===== config.mk =====
export PLATFORM = sky130hd
export DESIGN_NAME = host_bridge
export DESIGN_NICKNAME = d
export VERILOG_FILES = /design/src/rtl/host_bridge.sv
export SDC_FILE = /design/constraint.sdc
export NUM_CORES = 1
export LEC_CHECK = 0
export ABC_AREA = 1
export CORE_AREA = 2 2 235 237
export CTS_CLUSTER_DIAMETER = 80
export CTS_CLUSTER_SIZE = 40
export DETAILED_ROUTE_END_ITERATION = 10
export DIE_AREA = 0 0 237 239
export GPL_ROUTABILITY_DRIVEN = 0
export SLEW_MARGIN = 30
export SYNTH_ARGS = -nofsm -noshare
export SYNTH_HDL_FRONTEND = slang
export SYNTH_SLANG_ARGS = --single-unit
export TNS_END_PERCENT = 30

===== constraint.sdc =====
create_clock -name i_clk -period 2.2 [get_ports i_clk]
set_input_delay 0.33 -clock i_clk [delete_from_list [all_inputs] [get_ports i_clk]]
set_output_delay 0.33 -clock i_clk [all_outputs]
set_load 0.1 [all_outputs]

===== src/rtl/host_bridge.sv =====
// Host memory-op port bridge: register space decode, memory port 0 forwarding, fixed-latency reads.
// Optional free-running cycle counter at offset 0x81 is enabled by defining HOST_BRIDGE_CYCLE_CNT_EN.
module host_bridge #(
  parameter int ADDR_W     = 64,
  parameter int DATA_W     = 64,
  parameter int MEM_ADDR_W = 13,
  parameter int RD_LATENCY = 2,
  parameter int NUM_CTRL   = 4,
  parameter int NUM_STAT   = 4
) (
  input  logic                       i_clk,
  input  logic                       i_rst,
  input  logic [1:0]                 i_mem_op,
  input  logic [ADDR_W-1:0]          i_mem_addr,
  input  logic [DATA_W-1:0]          i_mem_data,
  output logic [DATA_W-1:0]          o_mem_data,
  output logic                       o_mem_op_pending,
  output logic [1:0]                 o_mem_op,
  output logic [MEM_ADDR_W-1:0]      o_mem_addr,
  output logic [DATA_W-1:0]          o_mem_wdata,
  input  logic [DATA_W-1:0]          i_mem_rdata,
  output logic [NUM_CTRL*DATA_W-1:0] o_ctrl,
  input  logic [NUM_STAT-1:0]        i_stat,
  output logic                       o_err
);

  typedef enum logic {IDLE, WAIT} state_t;

  localparam logic [1:0] OP_READ   = 2'd1;
  localparam logic [1:0] OP_WRITE  = 2'd2;
  localparam logic [3:0] LAT       = 4'(RD_LATENCY);
  localparam logic [7:0] STAT_BASE = 8'h40;
  localparam logic [7:0] REJ_OFF   = 8'h80;
  localparam logic [7:0] CYC_OFF   = 8'h81;

  state_t                     state, state_next;
  logic [3:0]                 cnt;
  logic [MEM_ADDR_W-1:0]      addr_lat;
  logic [NUM_CTRL*DATA_W-1:0] ctrl;
  logic [15:0]                rej;
  logic [DATA_W-1:0]          cyc;
  logic [DATA_W-1:0]          reg_rdata;
  logic [7:0]                 offset;
  logic is_reg, own, idle, mem_rd, mem_wr, reg_rd, reg_wr, reject;
  logic unused_addr;

  assign is_reg      = i_mem_addr[ADDR_W-1];
  assign offset      = i_mem_addr[7:0];
  assign own         = ctrl[0];
  assign idle        = (state == IDLE);
  assign mem_rd      = idle && !is_reg && !own && (i_mem_op == OP_READ);
  assign mem_wr      = idle && !is_reg && !own && (i_mem_op == OP_WRITE);
  assign reg_rd      = idle && is_reg && (i_mem_op == OP_READ);
  assign reg_wr      = idle && is_reg && (i_mem_op == OP_WRITE);
  assign reject      = idle && !is_reg && own && (i_mem_op == OP_READ || i_mem_op == OP_WRITE);
  assign unused_addr = ^i_mem_addr[ADDR_W-2:MEM_ADDR_W];
  assign o_ctrl      = ctrl;
  assign o_err       = |rej;

  always_comb begin
    reg_rdata = '0;
    for (int k = 0; k < NUM_CTRL; k++)
      if (offset == 8'(k)) reg_rdata = ctrl[k*DATA_W +: DATA_W];
    for (int k = 0; k < NUM_STAT; k++)
      if (offset == STAT_BASE + 8'(k)) reg_rdata = DATA_W'(i_stat[k]);
    if (offset == REJ_OFF) reg_rdata = DATA_W'(rej);
    if (offset == CYC_OFF) reg_rdata = cyc;
  end

  always_ff @(posedge i_clk) begin
    if (i_rst) state <= IDLE;
    else       state <= state_next;
  end

  always_comb begin
    state_next = state;
    case (state)
      IDLE: if (mem_rd) state_next = WAIT;
      WAIT: if (cnt == 4'd1) state_next = IDLE;
      default: state_next = IDLE;
    endcase
  end

  // In WAIT the latched address stays on the port so memory keeps serving the read.
  always_comb begin
    o_mem_op         = 2'd0;
    o_mem_addr       = '0;
    o_mem_wdata      = '0;
    o_mem_op_pending = (state == WAIT);
    if (state == WAIT) begin
      o_mem_addr = addr_lat;
    end else if (mem_rd) begin
      o_mem_op   = OP_READ;
      o_mem_addr = i_mem_addr[MEM_ADDR_W-1:0];
    end else if (mem_wr) begin
      o_mem_op    = OP_WRITE;
      o_mem_addr  = i_mem_addr[MEM_ADDR_W-1:0];
      o_mem_wdata = i_mem_data;
    end
  end

  always_ff @(posedge i_clk) begin
    if (i_rst) begin
      cnt        <= '0;
      addr_lat   <= '0;
      ctrl       <= '0;
      rej        <= '0;
      o_mem_data <= '0;
    end else if (state == WAIT) begin
      cnt <= cnt - 4'd1;
      if (cnt == 4'd1) o_mem_data <= i_mem_rdata;
    end else begin
      if (mem_rd) begin
        addr_lat <= i_mem_addr[MEM_ADDR_W-1:0];
        cnt      <= LAT;
      end
      if (reg_rd) o_mem_data <= reg_rdata;
      if (reject && rej != 16'hFFFF) rej <= rej + 16'd1;
      if (reg_wr) begin
        for (int k = 0; k < NUM_CTRL; k++)
          if (offset == 8'(k)) ctrl[k*DATA_W +: DATA_W] <= i_mem_data;
        if (offset == REJ_OFF) rej <= '0;
      end
    end
  end

`ifdef HOST_BRIDGE_CYCLE_CNT_EN
  // A host write wins over the increment for that one edge.
  always_ff @(posedge i_clk) begin
    if (i_rst)                          cyc <= '0;
    else if (reg_wr && offset == CYC_OFF) cyc <= i_mem_data;
    else                                cyc <= cyc + DATA_W'(1);
  end
`else
  assign cyc = '0;
`endif

endmodule


* Word-level counts from Yosys, hierarchy flattened
Cells that the tools add are included.
** Word-level totals
- Input port bits :: 200
- Word-level logic and storage cells :: 79
- Bits in registers :: 354
- Output and inout port bits :: 401
** Operators by class
- Mux-type cells :: 30
- Bitwise logic cells :: 1
- Reduce and logical (&&, ||, !) cells :: 23
- Add/subtract/negate cells :: 2
- Equality and inequality tests :: 14
** Operator list (count)
- two-way mux 64 bit :: 16
- two-way mux 16 bit :: 3
- two-way mux 13 bit :: 3
- == test 8 x 7 -> 1 bit (second input constant) :: 4
- adder 16 x 1 -> 16 bit (second input constant) :: 1
- == test 8 x 2 -> 1 bit (second input constant) :: 2
- == test 8 bit (second input constant) :: 2
- inequality test 16 bit (second input constant) :: 1
- OR reduction 16 bit :: 1
- AND reduction 3 bit :: 4
- logical AND 1 bit :: 10
- == test 8 x 1 -> 1 bit (second input constant) :: 1
- logical NOT 8 bit :: 1
- two-way mux 4 bit :: 2
- two-way mux 2 bit :: 3
- == test 4 x 1 -> 1 bit (second input constant) :: 1
- AND reduction 2 bit :: 2
- nonzero test 2 bit :: 2
- subtractor 4 x 1 -> 4 bit (second input constant) :: 1
- == test 2 x 1 -> 1 bit (second input constant) :: 1
- == test 2 bit (second input constant) :: 1
- logical NOT 1 bit :: 2
- two-way mux 1 bit :: 2
- inequality test 2 x 1 -> 1 bit (second input constant) :: 1
- other kinds (3) :: 3

* Longest topological paths before layout
- Word-level depth :: 13
- Mapped depth :: 11

* Worst setup path before layout
No wires, ideal clock.
- Path kind :: reg2out
- Start point :: register state, in the netlist o_mem_op_pending
- End point :: output port o_mem_addr[12]
- Setup slack :: -1.843 ns
- Stages on the path, launching flop included :: 5
- Arrival time :: 3.713 ns
- Cell sequence :: dfxtp_1 > inv_1 > clkbuf_1 > buf_1 > o21ai_0
** Between the ends
- Longest elaborated chain between the ends :: 7
** Ends and longest elaborated chain
- from (decl) :: line 36 : state_t state, state_next;
- from (signal assigned) :: line 72 : else state <= state_next;
- NOT 1 bit (no line)
- logical AND 1 bit (2 in a row) :: line 51, 52
- logical AND 1 bit :: line 52 : assign mem_wr = idle && !is_reg && !own && (i_mem_op == OP_WRITE);
- two-way mux 13 bit :: line 95 : end else if (mem_wr) begin
- two-way mux 13 bit :: line 92 : end else if (mem_rd) begin
- two-way mux 13 bit (*) :: line 90 : if (state == WAIT) begin
- to (decl) :: line 19 : output logic [MEM_ADDR_W-1:0] o_mem_addr,
Mark *: on every way between the ends. The rest lies on a longest branch, timed or not.

* Worst setup path in the final report
- Start point :: input port i_mem_op[1]
- End point :: output port o_mem_wdata[34]
** Between the ends
- Longest elaborated chain between the ends :: 5
** Ends and longest elaborated chain
- from (decl) :: line 13 : input logic [1:0] i_mem_op,
- == test 2 bit :: line 52
- logical AND 1 bit :: line 52
- two-way mux 64 bit :: line 95
- two-way mux 64 bit (*) :: line 92
- two-way mux 64 bit (*) :: line 90
- to (decl) :: line 20 : output logic [DATA_W-1:0] o_mem_wdata,
Marked as above.

==> run summary <==
H-tree Lvls: 1
vias post-DR: 16940
Post-synth EDFFs: 0
CTS Buf Count: 24
YS warnings: 0
routed wire length per instance: 20.96 um
slowest cell on the critical path: clkdlybuf4s50_1
f_max: 0.4281 GHz
most frequent cells in the layout: a21oi_1 (467), buf_4 (406), dfxtp_1 (352), o21ai_0 (338), nand2_1 (210)
minimum clock period: 2336 ps
RSZ-0062 raised after global routing: true
HP Start: i_mem_rdata[23]
dpl cells: 3217
Placement Rows: 86
port buffer count: 550
Async S/R FF share, synth: 0%
final antenna-violating net count: 0
Die Wd: 237 um
clk sink count: 354
CTS tree: done
Hold Crit Depth: 3
vias in the first global route: 16460
most common cell after layout, fill and taps aside: a21oi_1
busiest grt layer: met2
first-pass GRT wire length: 101500 um
worst-skew pair later-pin latency: 590 ps
IR drop worst, VDD: 0.5069 mV
Iteration-0 DRC Markers: 1049
post-synth top area share: 47.33%
PD cells: 593.1 nW/um^2
ys flop type: dfxtp_1
Routed Wire Length: 68430 um
die area: 56640 sq um
DR pass1 iterations: 5
io pins: 601
Crit path arrival time: 2010 ps
mapped cell area: 14970 sq um
DPL Wire Length: 48930 um
Tcrit/Tclk final: 106.2%
CP startpoint kind: input pin
Leakage: 10.06 nW
critical path required time: 1870 ps
ranking of synthesized cells by area: dfxtp_1 (47%), a21oi_1 (16%), o21ai_0 (12%)
Core Region: 54340 sq um
CP top delay family: buffers and inverters
Slew HR: 56.03%
sequential share of the synthesized area: 47.33%
Reg2Reg Setup Slack: 80 ps
Syn Inst Count: 2000
crit-path max FO: 20
Starting Density: 27.55%
Clock Skew: 40.86 ps
Post-Layout Cell Count: 3264
Layout area overhead: 59.61%
total gr overflow: 0
met3 Usage GRT: 4.908%
layout cells sized above 1: 27.08%
Tot GR Track Use: 22.95%
outcome: finished, violations left
Final #Nets: 2749
antenna violations before repair: 3
root buf cell: clkbuf_16
WP buf/inv: 6
worst reg2reg path depth: 9
Max Cap Viol: 0
Die Y: 239 um
# DRC: 0
Hold Path Class: input pin to flop
M2 GR Usage: 39.34%
CP endpoint kind: primary output
worst-margin pin slew: 659.5 ps
DR vias/cell: 5.190
Yosys cell types: 34
M1 GR Usage: 28.68%
worst-path cell chain: clkdlybuf4s50_1 -> inv_1 -> ha_1 -> inv_1 -> buf_4 -> nand2_8 -> buf_12 -> nor2_4 -> buf_12
Post-Syn Nets: 2206
syn_area_per_cell: 7.486 sq um
worst reg2reg path endpoint: o_ctrl[95]
Hold Path End: o_mem_data[23]
final setup fails: 79
flop and latch count out of synthesis: 354
Hold Vio Cnt, Final: 0
CP Depth: 9
Setup Crit Path Kind: input pin to primary output
largest net degree at the start of global routing: 59
clk slew on worst S/H paths: 100 ps
Final Slew Violations: 0
Final WS setup: -135.8 ps
clock tree buffer depth: 3
failing checks: setup timing
worst flop-to-flop path startpoint: o_mem_op_pending
setup TNS: -6677 ps
leading area contributor after synthesis: dfxtp_1
Critical Path Max Stage Delay: 500 ps
## final cells by class
type,instances,area (sq um)
inverter,121,467.9
clock buffer,24,600.6
multi-input combinational,1358,7458
sequential,354,7092
timing repair buffer,684,7083
antenna,1,2.502
fill,5326,30440
clock inverter,18,311.5
tap,704,880.8
## routing by layer
metal / up-vias / share of wire [%]
met5: - / 0.037
li1: 7961 / -
met1: 8148 / 41
met4: 4 / 3.2
met3: 113 / 7.3
met2: 715 / 49
## flip-flops by register name (all words and copies together), names as in the netlist
signal and flops:
o_ctrl 256, o_mem_op_pending 1, rej 16, addr_lat 13
cnt 4, o_mem_data 64
## worst reg2reg max path: stages, from the launching register on
cell,delay [ps]
dfxtp_4,360
buf_4,130
buf_4,150
inv_2,90
nand3_1,290
nor3_4,340
buf_4,240
buf_12,220
o21ai_0,130
a21oi_1,160
## per-stage QoR
step / utilization (%) / cell area (sq um) / power, mW / hold WS (ps) / worst slack (ps)
global route: 43.97 / 23890 / 14.63 / 379.1 / -204.2
detailed placement: 41.89 / 22760 / 8.975 / 467.6 / -500.2
global placement: 41.89 / 22760 / 8.959 / 458.1 / -500.8
CTS: 43.85 / 23830 / 14.30 / 341.3 / -154.4
finish: 43.98 / 23900 / 14.17 / 391.9 / -135.8
floorplan: - / 15620 / 8.045 / 389.4 / -210.8
## cells in the mapped netlist (3+ instances only)
| library cell | number |
|---|---|
| nor3_1 | 14 |
| o21ai_0 | 348 |
| nor2_4 | 3 |
| buf_2 | 54 |
| o211ai_1 | 48 |
| buf_1 | 8 |
| nor2_1 | 122 |
| a21oi_1 | 467 |
| o21ai_1 | 6 |
| inv_2 | 7 |
| buf_4 | 3 |
| nand2_1 | 213 |
| buf_6 | 3 |
| nand2_2 | 4 |
| inv_1 | 114 |
| clkbuf_1 | 99 |
| xor2_1 | 12 |
| ha_1 | 6 |
| nand4_1 | 15 |
| o22ai_1 | 8 |
| nand3_1 | 71 |
| dfxtp_1 | 354 |
| a211oi_1 | 3 |
| nor4_1 | 5 |
## kinds of logic (layout without fill, tap and decap cells)
| group | after synthesis | count (layout) | share of synthesized area [%] |
|---|---|---|---|
| AND/OR/NAND/NOR | 455 | 455 | 12.92 |
| AO/OA/AOI/OAI | 883 | 883 | 30.53 |
| other | 0 | 1 | 0 |
| XOR/XNOR | 14 | 14 | 0.8190 |
| buffers and inverters | 288 | 847 | 7.897 |
| adder cells (fa/ha/maj) | 6 | 6 | 0.5014 |
| flip-flops | 354 | 354 | 47.33 |
## how the worst max path moves through the flow
stage	to	from
2_1_floorplan	o_mem_addr[0]	o_mem_op_pending
3_3_place_gp	o_mem_data[3]	i_mem_addr[2]
3_5_place_dp	o_mem_data[3]	i_mem_addr[2]
4_1_cts	o_mem_wdata[34]	o_mem_op_pending
5_1_grt	o_mem_wdata[34]	o_mem_op_pending
6_report	o_mem_wdata[34]	i_mem_op[1]
## where the power goes
part           switching (mW)  internal [mW]
logic                    1.59          0.745
clock network            2.83           2.46
registers              0.0524           6.49
## timing repair
action | 4_1_cts | 5_1_grt
gates resized for setup | 27 | 13
pin swaps | 2 | 4
buffers inserted | 2 | 2
endpoints found under the hold margin | 0 | 0
hold buffers | 0 | 0
cloned | 1 | 0
endpoints found under the setup margin | 79 | 88
No activity file was read; power rests on OpenSTA's default activity.
